## src/rtl/inst_fetch_unit_pkg.sv

```systemverilog
// Shared constants and types for the instruction fetch front end.
package inst_fetch_unit_pkg;

  localparam int          CORE_XLEN     = 32;
  localparam logic [31:0] CORE_RESET_PC = 32'h0000_0000;
  localparam logic [31:0] NOP_INST      = 32'h0000_0013;

  typedef enum logic [1:0] {
    IDLE  = 2'd0,
    WAIT  = 2'd1,
    DRAIN = 2'd2
  } fetch_state_e;

endpackage

```

## src/rtl/inst_fetch_unit_fetch_buffer.sv

```systemverilog
// Circular FIFO holding fetched {pc, inst} pairs between memory and decode.
module fetch_buffer
  import inst_fetch_unit_pkg::*;
#(
  parameter int WIDTH = 64,
  parameter int DEPTH = 2
) (
  input  logic                     clk,
  input  logic                     rst_n,
  input  logic                     push_i,
  input  logic                     pop_i,
  input  logic                     flush_i,
  input  logic [WIDTH-1:0]         wdata_i,
  output logic [WIDTH-1:0]         rdata_o,
  output logic                     full_o,
  output logic                     empty_o,
  output logic [$clog2(DEPTH):0]   count_o
);

  localparam int AW = $clog2(DEPTH);
  localparam int CW = AW + 1;

  logic [WIDTH-1:0] mem_q [DEPTH];
  logic [AW-1:0]    wr_ptr_q, wr_ptr_d;
  logic [AW-1:0]    rd_ptr_q, rd_ptr_d;
  logic [CW-1:0]    count_q, count_d;
  logic             do_push, do_pop;

  assign full_o  = (count_q == CW'(DEPTH));
  assign empty_o = (count_q == '0);
  assign count_o = count_q;
  assign rdata_o = mem_q[rd_ptr_q];

  // A full buffer still accepts a push when the head leaves in the same cycle.
  assign do_pop  = pop_i && !empty_o;
  assign do_push = push_i && (!full_o || do_pop);

  always_comb begin
    wr_ptr_d = wr_ptr_q;
    rd_ptr_d = rd_ptr_q;
    count_d  = count_q;
    if (flush_i) begin
      wr_ptr_d = '0;
      rd_ptr_d = '0;
      count_d  = '0;
    end else begin
      if (do_push) wr_ptr_d = wr_ptr_q + AW'(1);
      if (do_pop)  rd_ptr_d = rd_ptr_q + AW'(1);
      case ({do_push, do_pop})
        2'b10:   count_d = count_q + CW'(1);
        2'b01:   count_d = count_q - CW'(1);
        default: count_d = count_q;
      endcase
    end
  end

  always_ff @(posedge clk) begin
    if (!rst_n) begin
      wr_ptr_q <= '0;
      rd_ptr_q <= '0;
      count_q  <= '0;
    end else begin
      wr_ptr_q <= wr_ptr_d;
      rd_ptr_q <= rd_ptr_d;
      count_q  <= count_d;
    end
  end

  always_ff @(posedge clk) begin
    if (do_push && !flush_i) mem_q[wr_ptr_q] <= wdata_i;
  end

endmodule

```

## src/rtl/inst_fetch_unit.sv

```systemverilog
// Fetch front end: owns the fetch PC, issues single-outstanding imem reads
// and queues returned {pc, inst} pairs for decode.
module inst_fetch_unit
  import inst_fetch_unit_pkg::*;
#(
  parameter int             XLEN      = CORE_XLEN,
  parameter logic [XLEN-1:0] RESET_PC = XLEN'(CORE_RESET_PC),
  parameter int             BUF_DEPTH = 2
) (
  input  logic            clk,
  input  logic            rst_n,
  input  logic            redirect_valid,
  input  logic [XLEN-1:0] redirect_pc,
  output logic            imem_req,
  output logic [XLEN-1:0] imem_addr,
  input  logic            imem_ready,
  input  logic [31:0]     imem_rdata,
  output logic            if_valid,
  output logic [31:0]     if_inst,
  output logic [XLEN-1:0] if_pc,
  input  logic            id_stall,
  output logic            misalign_err
);

  localparam int CW = $clog2(BUF_DEPTH) + 1;

  fetch_state_e    state_q;
  logic [XLEN-1:0] pc_q;
  logic [XLEN-1:0] addr_q;
  logic            req_q;
  logic            misalign_q;

  logic            buf_push, buf_pop;
  logic            buf_full, buf_empty;
  logic [CW-1:0]   buf_count;
  logic [CW:0]     count_after;
  logic [XLEN+31:0] buf_rdata;
  logic [XLEN-1:0] redirect_target;
  logic [XLEN-1:0] pc_plus4;

  assign redirect_target = {redirect_pc[XLEN-1:2], 2'b00};
  assign pc_plus4        = pc_q + XLEN'(4);

  // Data returned alongside a redirect belongs to the squashed path.
  assign buf_push = (state_q == WAIT) && imem_ready && !redirect_valid;
  assign buf_pop  = !buf_empty && !id_stall && !redirect_valid;

  assign count_after = {1'b0, buf_count} + (CW+1)'(1) - (CW+1)'(buf_pop);

  fetch_buffer #(
    .WIDTH (XLEN + 32),
    .DEPTH (BUF_DEPTH)
  ) u_fetch_buffer (
    .clk     (clk),
    .rst_n   (rst_n),
    .push_i  (buf_push),
    .pop_i   (buf_pop),
    .flush_i (redirect_valid),
    .wdata_i ({pc_q, imem_rdata}),
    .rdata_o (buf_rdata),
    .full_o  (buf_full),
    .empty_o (buf_empty),
    .count_o (buf_count)
  );

  assign imem_req     = req_q;
  assign imem_addr    = addr_q;
  assign misalign_err = misalign_q;
  assign if_valid     = !buf_empty;
  assign if_pc        = buf_rdata[XLEN+31:32];
  assign if_inst      = buf_empty ? NOP_INST : buf_rdata[31:0];

  // addr_q tracks pc_q in WAIT but is frozen in DRAIN so the old request stays stable.
  always_ff @(posedge clk) begin
    if (!rst_n) begin
      state_q    <= IDLE;
      pc_q       <= RESET_PC;
      addr_q     <= RESET_PC;
      req_q      <= 1'b0;
      misalign_q <= 1'b0;
    end else begin
      misalign_q <= redirect_valid && (|redirect_pc[1:0]);
      if (redirect_valid) pc_q <= redirect_target;
      case (state_q)
        IDLE: begin
          if (redirect_valid) begin
            state_q <= WAIT;
            req_q   <= 1'b1;
            addr_q  <= redirect_target;
          end else if (!buf_full) begin
            state_q <= WAIT;
            req_q   <= 1'b1;
            addr_q  <= pc_q;
          end
        end
        WAIT: begin
          if (redirect_valid) begin
            if (imem_ready) begin
              addr_q <= redirect_target;
            end else begin
              state_q <= DRAIN;
            end
          end else if (imem_ready) begin
            pc_q <= pc_plus4;
            if (count_after < (CW+1)'(BUF_DEPTH)) begin
              addr_q <= pc_plus4;
            end else begin
              state_q <= IDLE;
              req_q   <= 1'b0;
            end
          end
        end
        DRAIN: begin
          if (imem_ready) begin
            state_q <= WAIT;
            addr_q  <= redirect_valid ? redirect_target : pc_q;
          end
        end
        default: begin
          state_q <= IDLE;
          req_q   <= 1'b0;
        end
      endcase
    end
  end

endmodule

```

## config.mk

```make
export PLATFORM = sky130hd
export DESIGN_NAME = inst_fetch_unit
export DESIGN_NICKNAME = d
export VERILOG_FILES = /design/src/rtl/inst_fetch_unit_pkg.sv /design/src/rtl/inst_fetch_unit_fetch_buffer.sv /design/src/rtl/inst_fetch_unit.sv
export SDC_FILE = /design/constraint.sdc
export NUM_CORES = 1
export LEC_CHECK = 0
export BUFFER_PORTS_ARGS = -buffer_cell sky130_fd_sc_hd__buf_2
export CAP_MARGIN = 10
export CORE_UTILIZATION = 60
export CTS_CLUSTER_DIAMETER = 30
export DETAILED_ROUTE_END_ITERATION = 10
export GPL_TIMING_DRIVEN = 0
export PLACE_DENSITY = 0.85
export SLEW_MARGIN = 20
export SYNTH_ARGS = -nofsm -noshare
export SYNTH_HDL_FRONTEND = slang
export SYNTH_SLANG_ARGS = --single-unit
```

## constraint.sdc

```tcl
create_clock -name clk -period 7.28 [get_ports clk]
set_clock_uncertainty 0.05 [all_clocks]
set_input_delay 0.728 -clock clk [delete_from_list [all_inputs] [get_ports clk]]
set_output_delay 0.728 -clock clk [all_outputs]
set_load 0.01 [all_outputs]
```

After elaboration in Yosys (flattened, before gate mapping) --
Memories as Yosys holds them, arrays and structs flattened. A register that Yosys moved wholly into a read port is not among the register bits. Cells that the tools add are included.
Storage, ports and cells: bits in registers 72, bits in writable memories 128, input bits 69, memories kept 1
Memory list:
- u_fetch_buffer.mem_q | depth 2, bits a word 64, read ports 1, clocked after memory_dff 1, wr ports 1, RTL line inst_fetch_unit_fetch_buffer.sv:23 | logic [WIDTH-1:0] mem_q [DEPTH];
Operators by class: $add $sub $neg 7, order comparisons 1, eq/ne operators 14, muxes and demuxes 32, bitwise logic cells 2, reductions and logical operators 22
Operators by type and width (count):
- 32-bit 2-to-1 mux | 12
- 32-bit one-hot mux with 3 select lines | 1
- 32-bit by 3-bit adder with 32-bit output, second input constant | 1
- 5-bit AND reduction | 3
- 2-bit 2-to-1 mux | 7
- 3-bit inequality test, second input constant | 4
- 1-bit 2-to-1 mux | 9
- 1-bit logical AND | 8
- 2-bit inequality test, second input constant | 4
- 2-bit == test, second input constant | 3
- 2-bit one-hot mux with 3 select lines | 1
- 2-bit by 1-bit == test with 1-bit output, second input constant | 2
- 1-bit zero test | 4
- 2-bit zero test | 2
- 2-bit one-hot mux with 2 select lines | 1
- 2-bit OR reduction | 2
- 2-bit by 1-bit adder with 3-bit output, second input constant | 1
- 3-bit by 2-bit < comparator with 1-bit output, second input constant | 1
- 3-bit by 2-bit inequality test with 1-bit output, second input constant | 1
- 1-bit one-hot mux with 3 select lines | 1
- 3-bit nonzero test | 1
- 3-bit by 1-bit subtractor with 3-bit output | 1
- 1-bit adder, second input constant | 2
- 2-bit by 1-bit adder with 2-bit output, second input constant | 1
- other kinds (4) | 5

Longest topological paths before layout --
Gate-level depths: netlist of the first run.
depth after elaboration 10, mapped depth 8, mapped depth without buffers 7

By module --
A second synthesis of the first run with hierarchy kept.
Second synthesis, totals: cells, all modules 817, area, all modules 9305.2 µm²
Modules (own cells, without submodules):
- fetch_buffer | instances 1, cells an instance 230, area an instance 4894.7 µm², seq. area each 3943.8 µm²
- inst_fetch_unit | instances 1, cells an instance 587, area an instance 4410.5 µm², seq. area each 1361.3 µm²

Worst setup path after synthesis of the first run --
No wires, ideal clock.
kind in2reg, start point input imem_ready, end point memory u_fetch_buffer.mem_q[0][0], enable pin, data arrival time 4.526 ns, slack 2.218 ns, cell stages on the path 5, buffers on the path 1, cell sequence clkbuf_1 inv_1 nor3_1 nand2_1 nor2_1
Between the ends: longest elaborated chain between the ends 6
RTL lines:
- from (decl) | RTL line inst_fetch_unit.sv:16 | input logic imem_ready,
- 1-bit logical AND (2 in series) | RTL line inst_fetch_unit.sv:45 | assign buf_push = (state_q == WAIT) && imem_ready && !redirect_valid;
- 1-bit logical AND | RTL line inst_fetch_unit_fetch_buffer.sv:36 | assign do_push = push_i && (!full_o || do_pop);
- 1-bit logical AND | RTL line inst_fetch_unit_fetch_buffer.sv:70 | if (do_push && !flush_i) mem_q[wr_ptr_q] <= wdata_i;
- 1-bit 2-to-1 mux | RTL line inst_fetch_unit_fetch_buffer.sv:70
- 1-bit 2-to-1 mux (not written as such) | RTL line inst_fetch_unit_fetch_buffer.sv:70
- to (decl) | RTL line inst_fetch_unit_fetch_buffer.sv:23
No other way between the ends.

==> out/results.txt, run 1 <==
P_int -> 2.51 mW
Final #Nets -> 1,074
Worst Setup End Kind -> primary output
hold buffers post-CTS -> 0
GRT Residual Overflow -> 0
worst-case clock buffer depth -> 3
# clock sinks -> 201
Cell Pwr Density -> 284 mW/mm^2
Worst-Margin Slew -> 0.884 ns
Setup Viol. Count Final -> 0
FMAX -> 0.293 GHz
Post-synth EDFFs -> 128
setup slack, reg-to-reg -> 4.42 ns
Total Wirelength -> 25.4 mm
Reg2Reg Depth -> 6
routability cong. -> 0.985
hpwl dp -> 17.3 mm
core outline area -> 0.0146 sq mm
Post-synth ARST share -> 0
final worst slack -> 3.87 ns
relative slew slack -> 0.411
clock power share -> 0.522
Seq/Total Area, Yosys -> 0.590
buffers added on ports -> 167
max_cap viols -> 0
Gate power share -> 0.081
Final Max Slew Viols -> 0
RSZ-0062 raised after global routing -> no
DRC -> 0
setup tns final -> 0 ns
Critical Path Fanout Max -> 10
initial antenna violation count -> 0
drt wl/cell -> 20.9 microns
Yosys warning total -> 0
Die X-Extent -> 124 microns
Num CTS Buffers -> 35
crit path time final -> 3.41 ns
CTS tree -> yes
GRT Overall Usage -> 0.325
drt initial violations -> 1,003
io pins -> 168
final hold violations -> 0
Leak Pwr -> 4.27 nW
top cell type's share of synthesized area -> 0.428
Via density -> 6.19
Worst Hold Class -> in2reg
Psw -> 0.752 mW
Synthesized Nets -> 864
Post-DRT Antenna Nets -> 0
top_reg_cell synth -> edfxtp_1
Max VDD drop -> 0.000192 V
postcts setup bufs -> 0
number of synthesized register bits -> 201
sequential share of power -> 0.397
reg2reg end -> imem_addr[14]$_SDFFE_PN0P_
Pre-antenna DRT Iters -> 5
startpoint class of the critical path -> flip-flop
via count of the first global-routing pass -> 7,371
crit path kind -> reg2out
most frequent cells in the layout -> buf_2 (175), edfxtp_1 (128), dfxtp_1 (73)
Clk Latency, worst-skew pair -> 0.50 ns
Avg Cell Area, Syn -> 11.3 sq um
starting density of the core -> 0.616
CTS H-tree lvls -> 2
Site Rows -> 44
Syn-to-layout area delta -> 27.7%
post-synth design cell area -> 0.00899 sq mm
FF-to-FF Start -> pc_q[2]$_SDFF_PN0_
Placement Setup Slack -> 3.33 ns
diode count -> 0
post-synthesis cell count -> 793
synth unique cells -> 64
root buffer cell -> clkbuf_16
die area -> 0.0155 sq mm
fill cell count -> 883
Switching Fraction -> 0.230
most common cell after layout, fill and taps aside -> buf_2
die height -> 124 microns
worst setup path endpoint -> if_inst[29]
first-pass GRT wire length -> 39.2 mm
outcome -> finished, final reports clean
via count of the routed design -> 7,518
Final Cycle Share -> 0.469
# resized after CTS -> 0
largest cells by area after synthesis -> edfxtp_1 (43%), dfxtp_1 (16%), mux2_2 (4.3%)
share of layout cells above drive strength 1 -> 0.283
dominant cell type by area after synthesis -> edfxtp_1
clk slew on worst S/H paths -> 0.05 ns
Core Util, Final -> 0.787
Worst Path Required -> 6.50 ns
largest net degree at the start of global routing -> 23
worst path arrival time -> 2.63 ns
[power by group through the flow]
stage          sequential (mW)  clock (mW)  combinational, mW
2_1_floorplan             1.32           0              0.137
3_3_place_gp              1.32           0              0.243
4_1_cts                   1.30        1.71              0.258
5_1_grt                   1.30        1.77              0.281
6_report                  1.30        1.70              0.264
3_5_place_dp              1.32           0              0.255
[state kept, by name (all words and copies together) (netlist names), named ones only]
register / flops
imem_addr: 32
imem_req: 1
misalign_err: 1
pc_q: 32
state_q: 2
u_fetch_buffer.count_o: 2
u_fetch_buffer.mem_q: 128
u_fetch_buffer.rd_ptr_q: 1
u_fetch_buffer.wr_ptr_q: 1
[area by class of cell]
cell class	instances	area, sq um	share of cell area
Buffer	58	248	0.0216
Clock buffer	45	966	0.0842
Clock inverter	19	274	0.0239
Tap cell	184	230	0.0201
Sequential cell	201	5310	0.462
Inverter	11	41.3	0.00360
Multi-Input combinational cell	523	3410	0.297
Timing Repair Buffer	173	1000	0.0872
[per-stage QoR]
stage          hold slack (ns)  area, sq um  total power [mW]  instances
6_report                 0.358        11500              3.26       1214
3_3_place_gp             0.375        10100              1.56       1144
5_1_grt                  0.349        11500              3.35       1214
2_1_floorplan            0.367         8990              1.45        793
4_1_cts                  0.349        11500              3.27       1214
3_5_place_dp             0.385        10200              1.57       1150
[Yosys cell counts, types with 3 or more instances]
library cell,count
buf_2,8
mux2_2,34
nand3_1,22
and2_1,5
nor2b_1,7
a31oi_1,16
edfxtp_1,128
or3_1,4
clkbuf_1,43
a211oi_1,3
xnor2_1,20
a221oi_1,9
and3_1,8
nand2_1,70
inv_1,11
a21oi_1,48
o211ai_1,11
nor3_1,22
nor4_1,9
nor3b_1,3
nor2_1,67
nand4_1,15
mux2i_1,36
buf_1,3
o21ai_0,30
nor4_2,5
xor2_1,15
dfxtp_1,73
a22oi_1,4
nand2b_1,17
[layer usage]
layer / routed length (microns) / track usage
met5: 0 / 0
met4: 1170 / 0.172
met3: 2680 / 0.0717
met2: 11600 / 0.507
met1: 9910 / 0.426
[logic make-up (layout without fill, tap and decap cells)]
group           Yosys count  in the layout  synth area share
fa+ha+maj                 3              3           0.00390
flops                   201            201             0.590
buf+inv                  69            306            0.0322
compound gates          146            146             0.103
mux                      70             70            0.0827
simple gates            269            269             0.154
xor+xnor                 35             35            0.0341
[critical path, stage by stage, from the launching register on]
cell	delay (ns)
dfxtp_1	0.30
clkbuf_1	0.66
clkbuf_1	0.62
mux2i_1	0.32
nor2_1	0.07
buf_2	0.15
[worst min-delay path by stage]
stage | to | depth (start not counted) | slack (ns) | start
floorplan | u_fetch_buffer.mem_q[0][32]$_DFFE_PP_ | 0 | 0.37 | pc_q[0]$_SDFFE_PN0P_
global placement | u_fetch_buffer.mem_q[0][33]$_DFFE_PP_ | 0 | 0.38 | pc_q[1]$_SDFFE_PN0P_
detailed placement | u_fetch_buffer.mem_q[0][32]$_DFFE_PP_ | 0 | 0.39 | pc_q[0]$_SDFFE_PN0P_
CTS | u_fetch_buffer.mem_q[0][29]$_DFFE_PP_ | 1 | 0.35 | imem_rdata[29]
global route | u_fetch_buffer.mem_q[0][12]$_DFFE_PP_ | 1 | 0.35 | imem_rdata[12]
finish | u_fetch_buffer.mem_q[0][12]$_DFFE_PP_ | 1 | 0.36 | imem_rdata[12]
Power figures use the tool's default switching activity.
==> run 2: changes to the inputs <==
--- a/config.mk
+++ b/config.mk
@@ -7,11 +7,11 @@
 export LEC_CHECK = 0
 export BUFFER_PORTS_ARGS = -buffer_cell sky130_fd_sc_hd__buf_2
 export CAP_MARGIN = 10
-export CORE_UTILIZATION = 60
+export CORE_UTILIZATION = 56
 export CTS_CLUSTER_DIAMETER = 30
 export DETAILED_ROUTE_END_ITERATION = 10
 export GPL_TIMING_DRIVEN = 0
-export PLACE_DENSITY = 0.85
+export PLACE_DENSITY = 0.8
 export SLEW_MARGIN = 20
 export SYNTH_ARGS = -nofsm -noshare
 export SYNTH_HDL_FRONTEND = slang
==> constraint.sdc (replaced) <==
create_clock -name clk -period 3.6 [get_ports clk]
set_clock_uncertainty 0.05 [all_clocks]
set_input_delay 0.36 -clock clk [delete_from_list [all_inputs] [get_ports clk]]
set_output_delay 0.36 -clock clk [all_outputs]
set_load 0.01 [all_outputs]
==> out/results.txt, run 2 (synthesis results as in run 1) <==
outcome -> finished, final reports clean
CTS tree -> yes
FMAX -> 0.323 GHz
Reg2Reg Depth -> 7 (+1)
cell mode on critical path -> clkbuf_1
Critical Path, Cell by Cell -> clkbuf_1 -> clkbuf_1 -> mux2i_1 -> nor2_1 -> buf_2
diode count -> 0 (unchanged)
Final #Nets -> 1,106 (+3.0%)
# clock sinks -> 201 (unchanged)
max_cap viols -> 0 (unchanged)
dpl cells -> 1,177 (+2.3%)
routability cong. -> 0.953 (-3.3%)
via count of the routed design -> 7,528 (+0.13%)
Clk Latency, worst-skew pair -> 0.52 ns (+0.02 ns)
io pins -> 168 (unchanged)
GRT Residual Overflow -> 0 (unchanged)
largest reg by FF count -> u_fetch_buffer.mem_q
slowest stage cell, crit path -> clkbuf_1
share of layout cells above drive strength 1 -> 0.278 (-0.00501)
Worst-Margin Slew -> 0.869 ns (-0.0149 ns)
root buffer cell -> clkbuf_16
worst-case clock buffer depth -> 3 (unchanged)
Die X-Extent -> 129 microns (+3.5%)
Worst Setup End Kind -> primary output
most common cell after layout, fill and taps aside -> buf_2
postcts setup bufs -> 0 (unchanged)
buffers added on ports -> 167 (unchanged)
Most Used Layer, Global Route -> met2
clk slew on worst S/H paths -> 0.05 ns (about the same)
critical path's largest stage delay -> 0.65 ns (about the same)
crit path kind -> reg2out
Min-Delay Path Depth -> 1 (unchanged)
max FFs per register -> 128 (unchanged)
Worst Path Required -> 3.19 ns (-3.31 ns)
initial antenna violation count -> 0 (unchanged)
fin cells -> 1,274 (+4.9%)
hold buffers post-CTS -> 31 (+31)
Via density -> 5.91 (-4.6%)
Max VDD drop -> 0.000400 V (+110%)
startpoint class of the critical path -> flip-flop
starting density of the core -> 0.583 (-0.0335)
Final Max Slew Viols -> 0 (unchanged)
Core Util, Final -> 0.767 (-0.0202)
RSZ-0062 raised after global routing -> no
Total Wirelength -> 26.0 mm (+2.5%)
Global Route met2 Usage -> 0.513 (+0.00588)
GRT Overall Usage -> 0.317 (-0.00835)
Post-DRT Antenna Nets -> 0 (unchanged)
Site Rows -> 45 (+2.3%)
Leak Pwr -> 4.40 nW (+3.1%)
Worst Hold Class -> in2reg
die height -> 129 microns (+3.5%)
Num CTS Buffers -> 36 (+2.9%)
largest net degree at the start of global routing -> 25 (+8.7%)
drt initial violations -> 577 (-42%)
via count of the first global-routing pass -> 7,389 (+0.24%)
GR Layer Usage met1 -> 0.405 (-0.0208)
DRC -> 0 (unchanged)
final hold violations -> 0 (unchanged)
most frequent cells in the layout -> buf_2 (175), edfxtp_1 (128), dfxtp_1 (73)
Pre-antenna DRT Iters -> 5 (unchanged)
Cell Pwr Density -> 560 mW/mm^2 (+97%)
first-pass GRT wire length -> 39.2 mm (+0.14%)
worst path arrival time -> 2.68 ns (+0.05 ns)
hpwl dp -> 17.2 mm (-0.81%)
Setup Viol. Count Final -> 0 (unchanged)
# resized after CTS -> 0 (unchanged)
core outline area -> 0.0154 sq mm (+5.7%)
CTS H-tree lvls -> 2 (unchanged)
Syn-to-layout area delta -> 31.6%
relative slew slack -> 0.421 (+0.00994)
met3 usage -> 0.0728 (+0.00103)
drt wl/cell -> 20.4 microns (-2.3%)
crit path time final -> 3.09 ns
Critical Path Fanout Max -> 10 (unchanged)
Final Cycle Share -> 0.860
die area -> 0.0166 sq mm (+7.0%)
==> run 2: cell types whose count changed in the layout (fill, tap and decap cells not counted), sizes merged <==
cell         previous run  this run
clkinv                  6         7
dlygate4sd3             0        31
bufinv                  6         5
clkinvlp                2         3
inv                    16        17
==> run 2: critical path, delay by kind of cell, from the launching register on <==
family	cells	cell delay [ns]
buf+inv	3	1.47
simple gates	1	0.08
flops	1	0.31
mux	1	0.31
==> run 2: layout make-up <==
type | count | area (sq um)
plain buffers | 58 | 248
clock buffers | 45 | 955
clock inverters | 21 | 289
fillers | 1010 | 3600
inverters | 11 | 41.3
multi-input cells | 523 | 3410
flip-flops and latches | 201 | 5310
well taps | 211 | 264
repair buffers | 204 | 1310
==> run 2: where the power goes <==
group          leakage [nW]  switching, mW  total (mW)  internal (mW)
Sequential             1.78         0.0761        2.62           2.55
Clock                 0.599           1.17        3.44           2.27
Combinational          2.03          0.344       0.561          0.217
==> run 2: final timing paths <==
| path | from | to | slack [ns] |
|---|---|---|---|
| max | flip-flop | if_inst[9] | 0.51 |
| min | imem_rdata[13] | u_fetch_buffer.mem_q[0][13]$_DFFE_PP_ | 0.02 |
| max reg2reg | state_q[1]$_SDFFE_PN0P_ | u_fetch_buffer.mem_q[0][39]$_DFFE_PP_ | 0.54 |
| min reg2reg | imem_addr[14]$_SDFFE_PN0P_ | imem_addr[14]$_SDFFE_PN0P_ | 0.40 |
==> run 2: routing by layer <==
| layer | wire length [microns] | part of all wire | vias to the layer above |
|---|---|---|---|
| met5 | 0 | 0 | - |
| met4 | 880 | 0.034 | 0 |
| met3 | 2830 | 0.11 | 77 |
| met2 | 11900 | 0.46 | 476 |
| met1 | 10300 | 0.40 | 3542 |
| li1 | - | - | 3433 |
==> run 2: per-stage QoR <==
stage	power, mW	setup slack, ns	TNS [ns]	hold slack [ns]	area, sq um
after floorplan	2.94	-0.0465	-5.94	0.367	8990
after global placement	3.16	-1.75	-222.99	0.377	10100
after CTS	6.63	0.490	0	0.000149	11800
after global routing	6.82	0.321	0	0.000816	11800
after detailed placement	3.18	0.291	0	0.379	10300
final	6.63	0.506	0	0.0165	11800
